$ cat config.mk
export PLATFORM = sky130hd
export DESIGN_NAME = writeback_unit
export DESIGN_NICKNAME = d
export VERILOG_FILES = /design/src/rtl/writeback_unit.sv
export SDC_FILE = /design/constraint.sdc
export NUM_CORES = 1
export LEC_CHECK = 0
export CORE_MARGIN = 8
export CORE_UTILIZATION = 49
export DETAILED_ROUTE_END_ITERATION = 6
export PLACE_DENSITY = 0.95
export SETUP_SLACK_MARGIN = 0.1
export SKIP_CTS_REPAIR_TIMING = 1
export SYNTH_ARGS = -nofsm -noshare
export SYNTH_HDL_FRONTEND = slang
export SYNTH_SLANG_ARGS = --single-unit
$ cat constraint.sdc
create_clock -name clk -period 4.46 [get_ports clk]
set_clock_uncertainty 0.2 [all_clocks]
set_input_delay 0.892 -clock clk [delete_from_list [all_inputs] [get_ports clk]]
set_output_delay 0.892 -clock clk [all_outputs]
set_load 0.02 [all_outputs]
$ cat src/rtl/writeback_unit.sv
// writeback_unit
//   Final RV32I pipeline stage. Takes one retiring instruction at a time from
//   execute, issues the data-memory read for loads (with a response timeout),
//   aligns and extends load data, and pulses a single register-file write.
//
//   Ports
//     clk, rst            clock; asynchronous active-low reset
//     ex_*                instruction from execute (valid/ready handshake)
//     dmem_req_o/addr_o   one-cycle word-aligned read request
//     dmem_rvalid_i/rdata_i  read response
//     rd_o/datawb_o/regwren_o  register-file write port
//     pending_o/pending_rd_o   held-instruction visibility for hazard logic
//     err_o               sticky: illegal/misaligned load or response timeout
//
//   state    | meaning
//   IDLE     | empty, ready to accept
//   REQ      | load request on the bus this cycle
//   WAIT_MEM | waiting for read data, timeout counter running
//   WRITE    | one-cycle register write slot, can accept the next instruction
module writeback_unit #(
   parameter int DWIDTH  = 32,
   parameter int AWIDTH  = 32,
   parameter int TIMEOUT = 16
) (
   input  logic              clk,
   input  logic              rst,
   input  logic              ex_valid_i,
   output logic              ex_ready_o,
   input  logic [4:0]        ex_rd_i,
   input  logic              ex_regwren_i,
   input  logic [1:0]        ex_wbsel_i,
   input  logic [DWIDTH-1:0] ex_alu_i,
   input  logic [AWIDTH-1:0] ex_pc_i,
   input  logic [2:0]        ex_funct3_i,
   output logic              dmem_req_o,
   output logic [AWIDTH-1:0] dmem_addr_o,
   input  logic              dmem_rvalid_i,
   input  logic [DWIDTH-1:0] dmem_rdata_i,
   output logic [4:0]        rd_o,
   output logic [DWIDTH-1:0] datawb_o,
   output logic              regwren_o,
   output logic              pending_o,
   output logic [4:0]        pending_rd_o,
   output logic              err_o
);

   localparam int CW = $clog2(TIMEOUT + 1);

   typedef enum logic [1:0] {
      S_IDLE     = 2'd0,
      S_REQ      = 2'd1,
      S_WAIT_MEM = 2'd2,
      S_WRITE    = 2'd3
   } state_t;

   state_t            state;
   logic [CW-1:0]     cnt;
   logic [4:0]        lat_rd;
   logic              lat_regwren;
   logic [2:0]        lat_funct3;
   logic [1:0]        lat_lane;

   logic              accept;
   logic              is_load;
   logic              load_ok;
   logic [AWIDTH-1:0] pc_plus4;
   logic [DWIDTH-1:0] nonload_data;
   logic [7:0]        ld_byte;
   logic [15:0]       ld_half;
   logic [DWIDTH-1:0] ld_data;

   assign ex_ready_o   = (state == S_IDLE) || (state == S_WRITE);
   assign dmem_req_o   = (state == S_REQ);
   assign pending_o    = (state != S_IDLE);
   assign pending_rd_o = (pending_o && lat_regwren) ? lat_rd : 5'd0;

   assign accept   = ex_valid_i && ex_ready_o;
   assign is_load  = (ex_wbsel_i == 2'd1);
   assign pc_plus4 = ex_pc_i + AWIDTH'(4);
   // wbsel 3 is reserved and falls back to the ALU result
   assign nonload_data = (ex_wbsel_i == 2'd2) ? DWIDTH'(pc_plus4) : ex_alu_i;

   always_comb begin
      load_ok = 1'b0;
      case (ex_funct3_i)
         3'b000, 3'b100: load_ok = 1'b1;
         3'b001, 3'b101: load_ok = ~ex_alu_i[0];
         3'b010:         load_ok = (ex_alu_i[1:0] == 2'b00);
         default:        load_ok = 1'b0;
      endcase
   end

   always_comb begin
      ld_byte = dmem_rdata_i[{lat_lane, 3'b000} +: 8];
      ld_half = dmem_rdata_i[{lat_lane[1], 4'b0000} +: 16];
      case (lat_funct3)
         3'b000:  ld_data = {{(DWIDTH-8){ld_byte[7]}}, ld_byte};
         3'b100:  ld_data = {{(DWIDTH-8){1'b0}}, ld_byte};
         3'b001:  ld_data = {{(DWIDTH-16){ld_half[15]}}, ld_half};
         3'b101:  ld_data = {{(DWIDTH-16){1'b0}}, ld_half};
         default: ld_data = dmem_rdata_i;
      endcase
   end

   always_ff @(posedge clk or negedge rst) begin
      if (!rst) begin
         state       <= S_IDLE;
         cnt         <= '0;
         lat_rd      <= '0;
         lat_regwren <= 1'b0;
         lat_funct3  <= '0;
         lat_lane    <= '0;
         dmem_addr_o <= '0;
         rd_o        <= '0;
         datawb_o    <= '0;
         regwren_o   <= 1'b0;
         err_o       <= 1'b0;
      end else begin
         regwren_o <= 1'b0;
         case (state)
            S_IDLE, S_WRITE: begin
               if (accept) begin
                  lat_rd      <= ex_rd_i;
                  lat_regwren <= ex_regwren_i;
                  lat_funct3  <= ex_funct3_i;
                  lat_lane    <= ex_alu_i[1:0];
                  if (is_load && load_ok) begin
                     state       <= S_REQ;
                     dmem_addr_o <= {ex_alu_i[AWIDTH-1:2], 2'b00};
                  end else if (is_load) begin
                     // bad load still occupies a write slot, but never writes
                     state <= S_WRITE;
                     err_o <= 1'b1;
                  end else begin
                     state     <= S_WRITE;
                     rd_o      <= ex_rd_i;
                     datawb_o  <= nonload_data;
                     regwren_o <= ex_regwren_i && (ex_rd_i != 5'd0);
                  end
               end else begin
                  state <= S_IDLE;
               end
            end
            S_REQ: begin
               state <= S_WAIT_MEM;
               cnt   <= '0;
            end
            S_WAIT_MEM: begin
               // response takes priority over the timeout in the final cycle
               if (dmem_rvalid_i) begin
                  state     <= S_WRITE;
                  rd_o      <= lat_rd;
                  datawb_o  <= ld_data;
                  regwren_o <= lat_regwren && (lat_rd != 5'd0);
               end else if (cnt == CW'(TIMEOUT - 1)) begin
                  state <= S_IDLE;
                  err_o <= 1'b1;
               end else begin
                  cnt <= cnt + 1'b1;
               end
            end
            default: state <= S_IDLE;
         endcase
      end
   end

endmodule

==> flow_summary.toml, run 1 <==
[floorplan]
io_pins = 190
floorplan.initialDensity_pct = 49.6
placeableCoreArea_um2 = 10700
fp_rows = 38
die_area_um2 = 14400
die-width_um = 120
floorplan.die.height_um = 120

[detailed_routing]
highest-signal-layer = "met4"
routed_wirelength_normalized_by_instance_count_um = 22.2
detail_route.iter0.violations = 687
ant_nets = 0
total_vias_in_the_final_route = 5676
route.detailed.drc = 0
drt-met1-wl_um = 7170
met2_length_um = 9410
detail_route.wirelength_um = 19800
detail_route.first_pass.iterations = 5
viasPerCell = 6.36
met3RoutedLength_um = 2380

[logic_synthesis]
number_of_enable_flip_flop_cells_after_synthesis = 0
ys_dominant_reg_cell = "dfrtp_1"
netlist_instances = 577
number_of_distinct_library_cells_after_synthesis = 69
register_bit_count_reported_by_yosys = 87
post_synth_instance_area_um2 = 5310
synth.avg_cell_area_um2 = 9.20
synth_seq_area_share_pct = 41.0
yosysWarnings = 0
postSynth.asyncResetShare_pct = 100

[power]
switching_power_mw = 2.15
clk_network_pwr_share_pct = 10.8
pwr-share-comb_pct = 59.4
p_sw_share_pct = 44.5
max-vdd-ir-drop_mv = 0.396
cellInternalPower_mw = 2.69
leakagePower_nw = 2.98
cellPowerDensity_nw_per_um2 = 652
seqPwrFrac_pct = 29.8

[final_layout]
nFillCells = 815
stdcell_area_um2 = 7430
n_antenna_cell = 0
mostFrequentLayoutCell = "clkdlybuf4s50_1"
finish.cell_count_without_fillers = 893
fin_util_pct = 69.4
final_cell_mix = "186 x clkdlybuf4s50_1, 87 x dfrtp_1, 84 x nand2_1"
post_route_cells_drive_above_1_share_pct = 9.83
design.final.nets = 866
p_r_area_growth_vs_syn_pct = 39.9

[timing]
rsz0062_at_grt = "false"
slew_violations = 0
post-route-period-util_pct = 74.0
finalSetupViolCount = 0
fin_hold_ws_ns = 0.290
timing.setup.tns_ns = 0
max_slew_margin_pct = 16.5
hold_viol = 0
maxClockFrequency_mhz = 303
post-route-min-period_ns = 3.30
max_slew.worst_pin.slew_ns = 1.25

[run]
drv_cap = 0

[placed_design]
dp.final_hpwl_um = 14800
dpl-instance-area_um2 = 7250
placed_cells_incl_taps = 878
port-buffer-count = 187
finalWeightedCongestion = 0.995

[hold_path]
worst_hold_path_type = "flip-flop to flip-flop"

[clock_tree]
clock_buffer_count_from_cts = 9
clkLatencyLatePin_ns = 0.37
clkSinkCount = 87
clkSlewWorstSetupHoldPaths_ns = 0.09
tritoncts = "built"
cts-root-buf = "clkbuf_8"
clk_path_buf_depth = 2
htree_num_levels = 3

[global_routing]
global_route.usage.total_pct = 26.5
grt_antenna_before_repair = 0
grt_max_degree = 88
grt_pass1_vias = 5725
grt_pass1_wl_um = 30300
grt_overflow_total = 0

[setup_path]
max_stage_delay_ns = 0.95
path_delay_family = "compound AO/OA/AOI/OAI gates"
worstSetupStartpointType = "flip-flop"
cp_slowest_cell = "a21o_1"
end_kind = "flip-flop"
worstPathCellList = "inv_1 -> ha_1 -> clkinv_1 -> nor2_1 -> a21o_1 -> buf_4 -> nand2_1 -> o31ai_1"
critical_path.max_fanout = 39
ff2ff_setup_slack_ns = 1.16
worst-endpoint-arrival_ns = 3.37
worst-setup-path-type = "flip-flop to flip-flop"
critical_path.n_buffers_inverters = 3
timing.critical_path.required_ns = 4.54

[outcome]
run_status = "complete, no violations"
[final timing paths]
check / cells past startpoint / start / to
min in group asynchronous: 1 / rst / cnt[2]
max in group asynchronous: 1 / rst / datawb_o[29]
min: 2 / rd_o[1] / rd_o[1]
min reg2reg: 2 / rd_o[1] / rd_o[1]
max: 8 / state[0] / datawb_o[20]
max reg2reg: 8 / state[0] / datawb_o[20]
[synthesized netlist by cell type (3+ instances only)]
| cell | number | area, um^2 |
|---|---|---|
| a211o_1 | 4 | 35.0 |
| a211oi_1 | 3 | 22.5 |
| a21o_1 | 4 | 30.0 |
| a21oi_1 | 33 | 165 |
| a221o_1 | 6 | 60.1 |
| a22o_1 | 7 | 61.3 |
| a22oi_1 | 6 | 45.0 |
| a2bb2oi_1 | 3 | 26.3 |
| a31o_2 | 3 | 26.3 |
| a31oi_1 | 9 | 56.3 |
| and2_1 | 11 | 68.8 |
| and3_1 | 4 | 25.0 |
| buf_1 | 4 | 15.0 |
| buf_2 | 6 | 30.0 |
| buf_4 | 3 | 22.5 |
| clkbuf_1 | 20 | 75.1 |
| dfrtp_1 | 87 | 2180 |
| ha_1 | 6 | 75.1 |
| inv_1 | 11 | 41.3 |
| mux2_2 | 32 | 360 |
| mux2i_1 | 12 | 120 |
| nand2_1 | 84 | 315 |
| nand2b_1 | 5 | 31.3 |
| nand3_1 | 23 | 115 |
| nand4_1 | 12 | 75.1 |
| nor2_1 | 19 | 71.3 |
| nor2b_1 | 9 | 56.3 |
| nor3_1 | 11 | 55.1 |
| nor4_1 | 7 | 43.8 |
| o211ai_1 | 7 | 52.6 |
| o21ai_0 | 43 | 215 |
| o221ai_1 | 6 | 52.6 |
| o22ai_1 | 4 | 25.0 |
| o31a_1 | 3 | 26.3 |
| o31ai_1 | 9 | 67.6 |
| or3_1 | 6 | 37.5 |
| xnor2_1 | 6 | 52.6 |
| xor2_1 | 8 | 70.1 |
[cells by family (layout without fill, tap and decap cells)]
kind of cell | after synthesis | after routing | share of synthesized area (%)
flip-flops | 87 | 87 | 41.0
XOR/XNOR | 14 | 14 | 2.31
buffers and inverters | 51 | 226 | 4.55
adder cells (fa/ha/maj) | 6 | 6 | 1.41
AO/OA/AOI/OAI | 167 | 167 | 21.4
multiplexers | 45 | 45 | 9.48
AND/OR/NAND/NOR | 206 | 206 | 19.7
other | 1 | 2 | 0.0707
[routing by layer]
metal  vias up  global-route usage, %
met5         -                  0.347
met4         0                   11.9
met3        85                   10.4
met2       410                   43.9
met1      2699                   29.5
li1       2482                      -
[stage by stage]
stage	setup WS [ns]	power [mW]
floorplan	1.68	3.08
global placement	1.01	4.16
detailed placement	0.856	4.29
CTS	1.23	4.82
global route	0.956	5.10
finish	1.16	4.84
[worst min-delay path: stages (launching register included)]
cell     delay [ns]
dfrtp_1        0.35
nand2_1        0.05
o21ai_0        0.06
[state kept, by name (all words and copies together) (netlist names)]
| signal | cells |
|---|---|
| cnt | 5 |
| datawb_o | 32 |
| dmem_addr_o | 30 |
| err_o | 1 |
| lat_funct3 | 3 |
| lat_lane | 2 |
| lat_rd | 5 |
| lat_regwren | 1 |
| rd_o | 5 |
| regwren_o | 1 |
| state | 2 |
[layout make-up]
class	count	area [um^2]	share of cell area [%]
clock buffer	13	159	2.14
tap	140	175	2.36
timing repair buffer	198	1950	26.3
inverter	13	48.8	0.657
clock inverter	2	16.3	0.219
multi-input combinational	440	2900	39.0
sequential	87	2180	29.3
[power by group through the flow]
stage	clock network, mW	registers [mW]	logic [mW]
2_1_floorplan	0	1.75	1.33
3_3_place_gp	0	1.42	2.74
3_5_place_dp	0	1.45	2.85
4_1_cts	0.524	1.44	2.86
5_1_grt	0.557	1.48	3.06
6_report	0.523	1.44	2.88
No activity file was read; power rests on OpenSTA's default activity.
==> run 2, diff against run 1 <==
--- a/config.mk
+++ b/config.mk
@@ -6,9 +6,9 @@
 export NUM_CORES = 1
 export LEC_CHECK = 0
 export CORE_MARGIN = 8
-export CORE_UTILIZATION = 49
+export CORE_UTILIZATION = 41
 export DETAILED_ROUTE_END_ITERATION = 6
-export PLACE_DENSITY = 0.95
+export PLACE_DENSITY = 0.86
 export SETUP_SLACK_MARGIN = 0.1
 export SKIP_CTS_REPAIR_TIMING = 1
 export SYNTH_ARGS = -nofsm -noshare
==> constraint.sdc (replaced) <==
create_clock -name clk -period 3 [get_ports clk]
set_clock_uncertainty 0.2 [all_clocks]
set_input_delay 0.6 -clock clk [delete_from_list [all_inputs] [get_ports clk]]
set_output_delay 0.6 -clock clk [all_outputs]
set_load 0.02 [all_outputs]
==> run 2 against run 1 <==
Sequential cell count unchanged. Worst hold slack got worse by 0.24 ns. Clock power grew 140%. Combinational power is 50% higher. Largest cell class unchanged.
==> flow_summary.toml, run 2 (synthesis gave the netlist of run 1 again) <==
[timing]
maxClockFrequency_mhz = 361
rsz0062_at_grt = "false"
slew_violations = 0
hold_viol = 0
max_slew.worst_pin.slew_ns = 0.856
max_slew_margin_pct = 42.8
fin_hold_ws_ns = 0.0508
post-route-period-util_pct = 92.4
finalSetupViolCount = 0
post-route-min-period_ns = 2.77

[setup_path]
path_delay_family = "buffers and inverters"
crit_path_start = "state[0]"
worstRegToRegCells = 5
max_stage_delay_ns = 0.60
worstPathCellList = "inv_1 -> ha_1 -> nor2b_2 -> and2_1 -> clkdlybuf4s50_1"
ff2ff_setup_slack_ns = 0.45
worst-endpoint-arrival_ns = 1.97
critical_path.max_fanout = 5
timing.rr.start = "lat_lane[1]"
critical_path.n_buffers_inverters = 2
cp_slowest_cell = "clkdlybuf4s50_1"
worstSetupStartpointType = "flip-flop"
worst-setup-path-type = "flip-flop to primary output"
critical_path.reg2reg.endpoint = "datawb_o[8]"
timing.critical_path.required_ns = 2.20
end_kind = "primary output"

[clock_tree]
clkSlewWorstSetupHoldPaths_ns = 0.06
clk_path_buf_depth = 2
tritoncts = "built"
clkLatencyLatePin_ns = 0.35
clock_buffer_count_from_cts = 9
cts-root-buf = "clkbuf_16"
htree_num_levels = 3
clkSinkCount = 87

[final_layout]
reg_top3 = "datawb_o x32, dmem_addr_o x30"
post_route_cells_drive_above_1_share_pct = 12.7
stdcell_area_um2 = 7800
p_r_area_growth_vs_syn_pct = 46.9
final_cell_mix = "186 x clkdlybuf4s50_1, 87 x dfrtp_1, 84 x nand2_1"
mostFrequentLayoutCell = "clkdlybuf4s50_1"
design.final.nets = 886
nFillCells = 1095
largest_register_ff_count = 32
registers.top_by_ff_count = "datawb_o"
n_antenna_cell = 0
finish.cell_count_without_fillers = 946

[power]
max-vdd-ir-drop_mv = 0.511
switching_power_mw = 3.21
cellInternalPower_mw = 4.47
pwr-share-comb_pct = 56.1
clk_network_pwr_share_pct = 16.0
p_sw_share_pct = 41.8
seqPwrFrac_pct = 27.9
leakagePower_nw = 3.16
cellPowerDensity_nw_per_um2 = 985

[floorplan]
die-width_um = 130
io_pins = 190
placeableCoreArea_um2 = 12600
fp_rows = 41
die_area_um2 = 16800
floorplan.die.height_um = 130
floorplan.initialDensity_pct = 42.1

[outcome]
run_status = "complete, no violations"

[detailed_routing]
route.detailed.drc = 0
routed_wirelength_normalized_by_instance_count_um = 20.0
viasPerCell = 5.63
total_vias_in_the_final_route = 5329
detail_route.wirelength_um = 18900
detail_route.first_pass.iterations = 5
detail_route.iter0.violations = 376
ant_nets = 0

[placed_design]
finalWeightedCongestion = 0.950
port-buffer-count = 187
dp.final_hpwl_um = 14800
dpl-instance-area_um2 = 7470
placed_cells_incl_taps = 930

[run]
drv_cap = 0

[global_routing]
grt_max_degree = 47
grt_pass1_vias = 5386
grt_pass1_wl_um = 28900
grt_overflow_total = 0
grt_antenna_before_repair = 0
global_route.usage.total_pct = 22.4

[hold_path]
worst_hold_path_type = "input pin to asynchronous set/reset pin"
-- run 2: changes by cell type in the layout (fill, tap and decap cells not counted), sizes merged --
cell    delta
buf       +20
bufinv     +1
clkinv     -1
inv        +1
-- run 2: area by class of cell --
cell class	instances	area, um^2	area share [%]
inverters	13	48.8	0.626
clock buffers	13	280	3.59
flip-flops and latches	87	2180	27.9
well taps	172	215	2.76
clock inverters	3	46.3	0.594
multi-input cells	440	2900	37.2
repair buffers	218	2130	27.3
-- run 2: how the worst max path moves through the flow --
stage,cells after the start,to
final,5,pending_rd_o[4]
after floorplan,7,datawb_o[26]
after CTS,5,pending_rd_o[4]
after global placement,8,datawb_o[22]
after detailed placement,9,datawb_o[30]
after global routing,5,pending_rd_o[4]
-- run 2: stage by stage --
| step | TNS [ns] | util (%) | setup WS, ns | power (mW) |
|---|---|---|---|---|
| finish | 0 | 61.8 | 0.229 | 7.68 |
| global route | 0 | 61.8 | 0.118 | 8.15 |
| CTS | 0 | 61.8 | 0.141 | 7.71 |
| detailed placement | -0.0131 | 59.2 | -0.00863 | 6.46 |
| global placement | 0 | 59.2 | 0.0618 | 6.37 |
| floorplan | 0 | - | 0.511 | 4.59 |
-- run 2: layer usage --
| metal | track usage [%] | routed length (um) | up-vias |
|---|---|---|---|
| li1 | - | - | 2524 |
| met1 | 26.8 | 7600 | 2566 |
| met2 | 37.2 | 9140 | 211 |
| met3 | 7.87 | 1710 | 28 |
| met4 | 6.69 | 477 | 0 |
| met5 | 0 | 0 | - |
-- run 2: worst reg2reg max path: cells and delay by family, from the launching register on --
kind / cells / cell delay [ns]
and+or+nand+nor: 3 / 1.06
AOI/OAI and AO/OA: 1 / 0.14
muxes: 1 / 0.33
DFF: 1 / 0.74
-- run 2: power by group through the flow --
stage | registers (mW) | logic, mW | clock network (mW)
floorplan | 2.60 | 1.98 | 0
global placement | 2.13 | 4.24 | 0
detailed placement | 2.15 | 4.31 | 0
CTS | 2.14 | 4.33 | 1.25
global route | 2.21 | 4.66 | 1.29
finish | 2.14 | 4.31 | 1.23
==> run 3, diff against run 2 <==
--- a/config.mk
+++ b/config.mk
@@ -5,6 +5,7 @@
 export SDC_FILE = /design/constraint.sdc
 export NUM_CORES = 1
 export LEC_CHECK = 0
+export CAP_MARGIN = 5
 export CORE_MARGIN = 8
 export CORE_UTILIZATION = 41
 export DETAILED_ROUTE_END_ITERATION = 6
==> results of run 3 <==
Same layout as run 2: the final DEF is identical, and so are final timing and power.
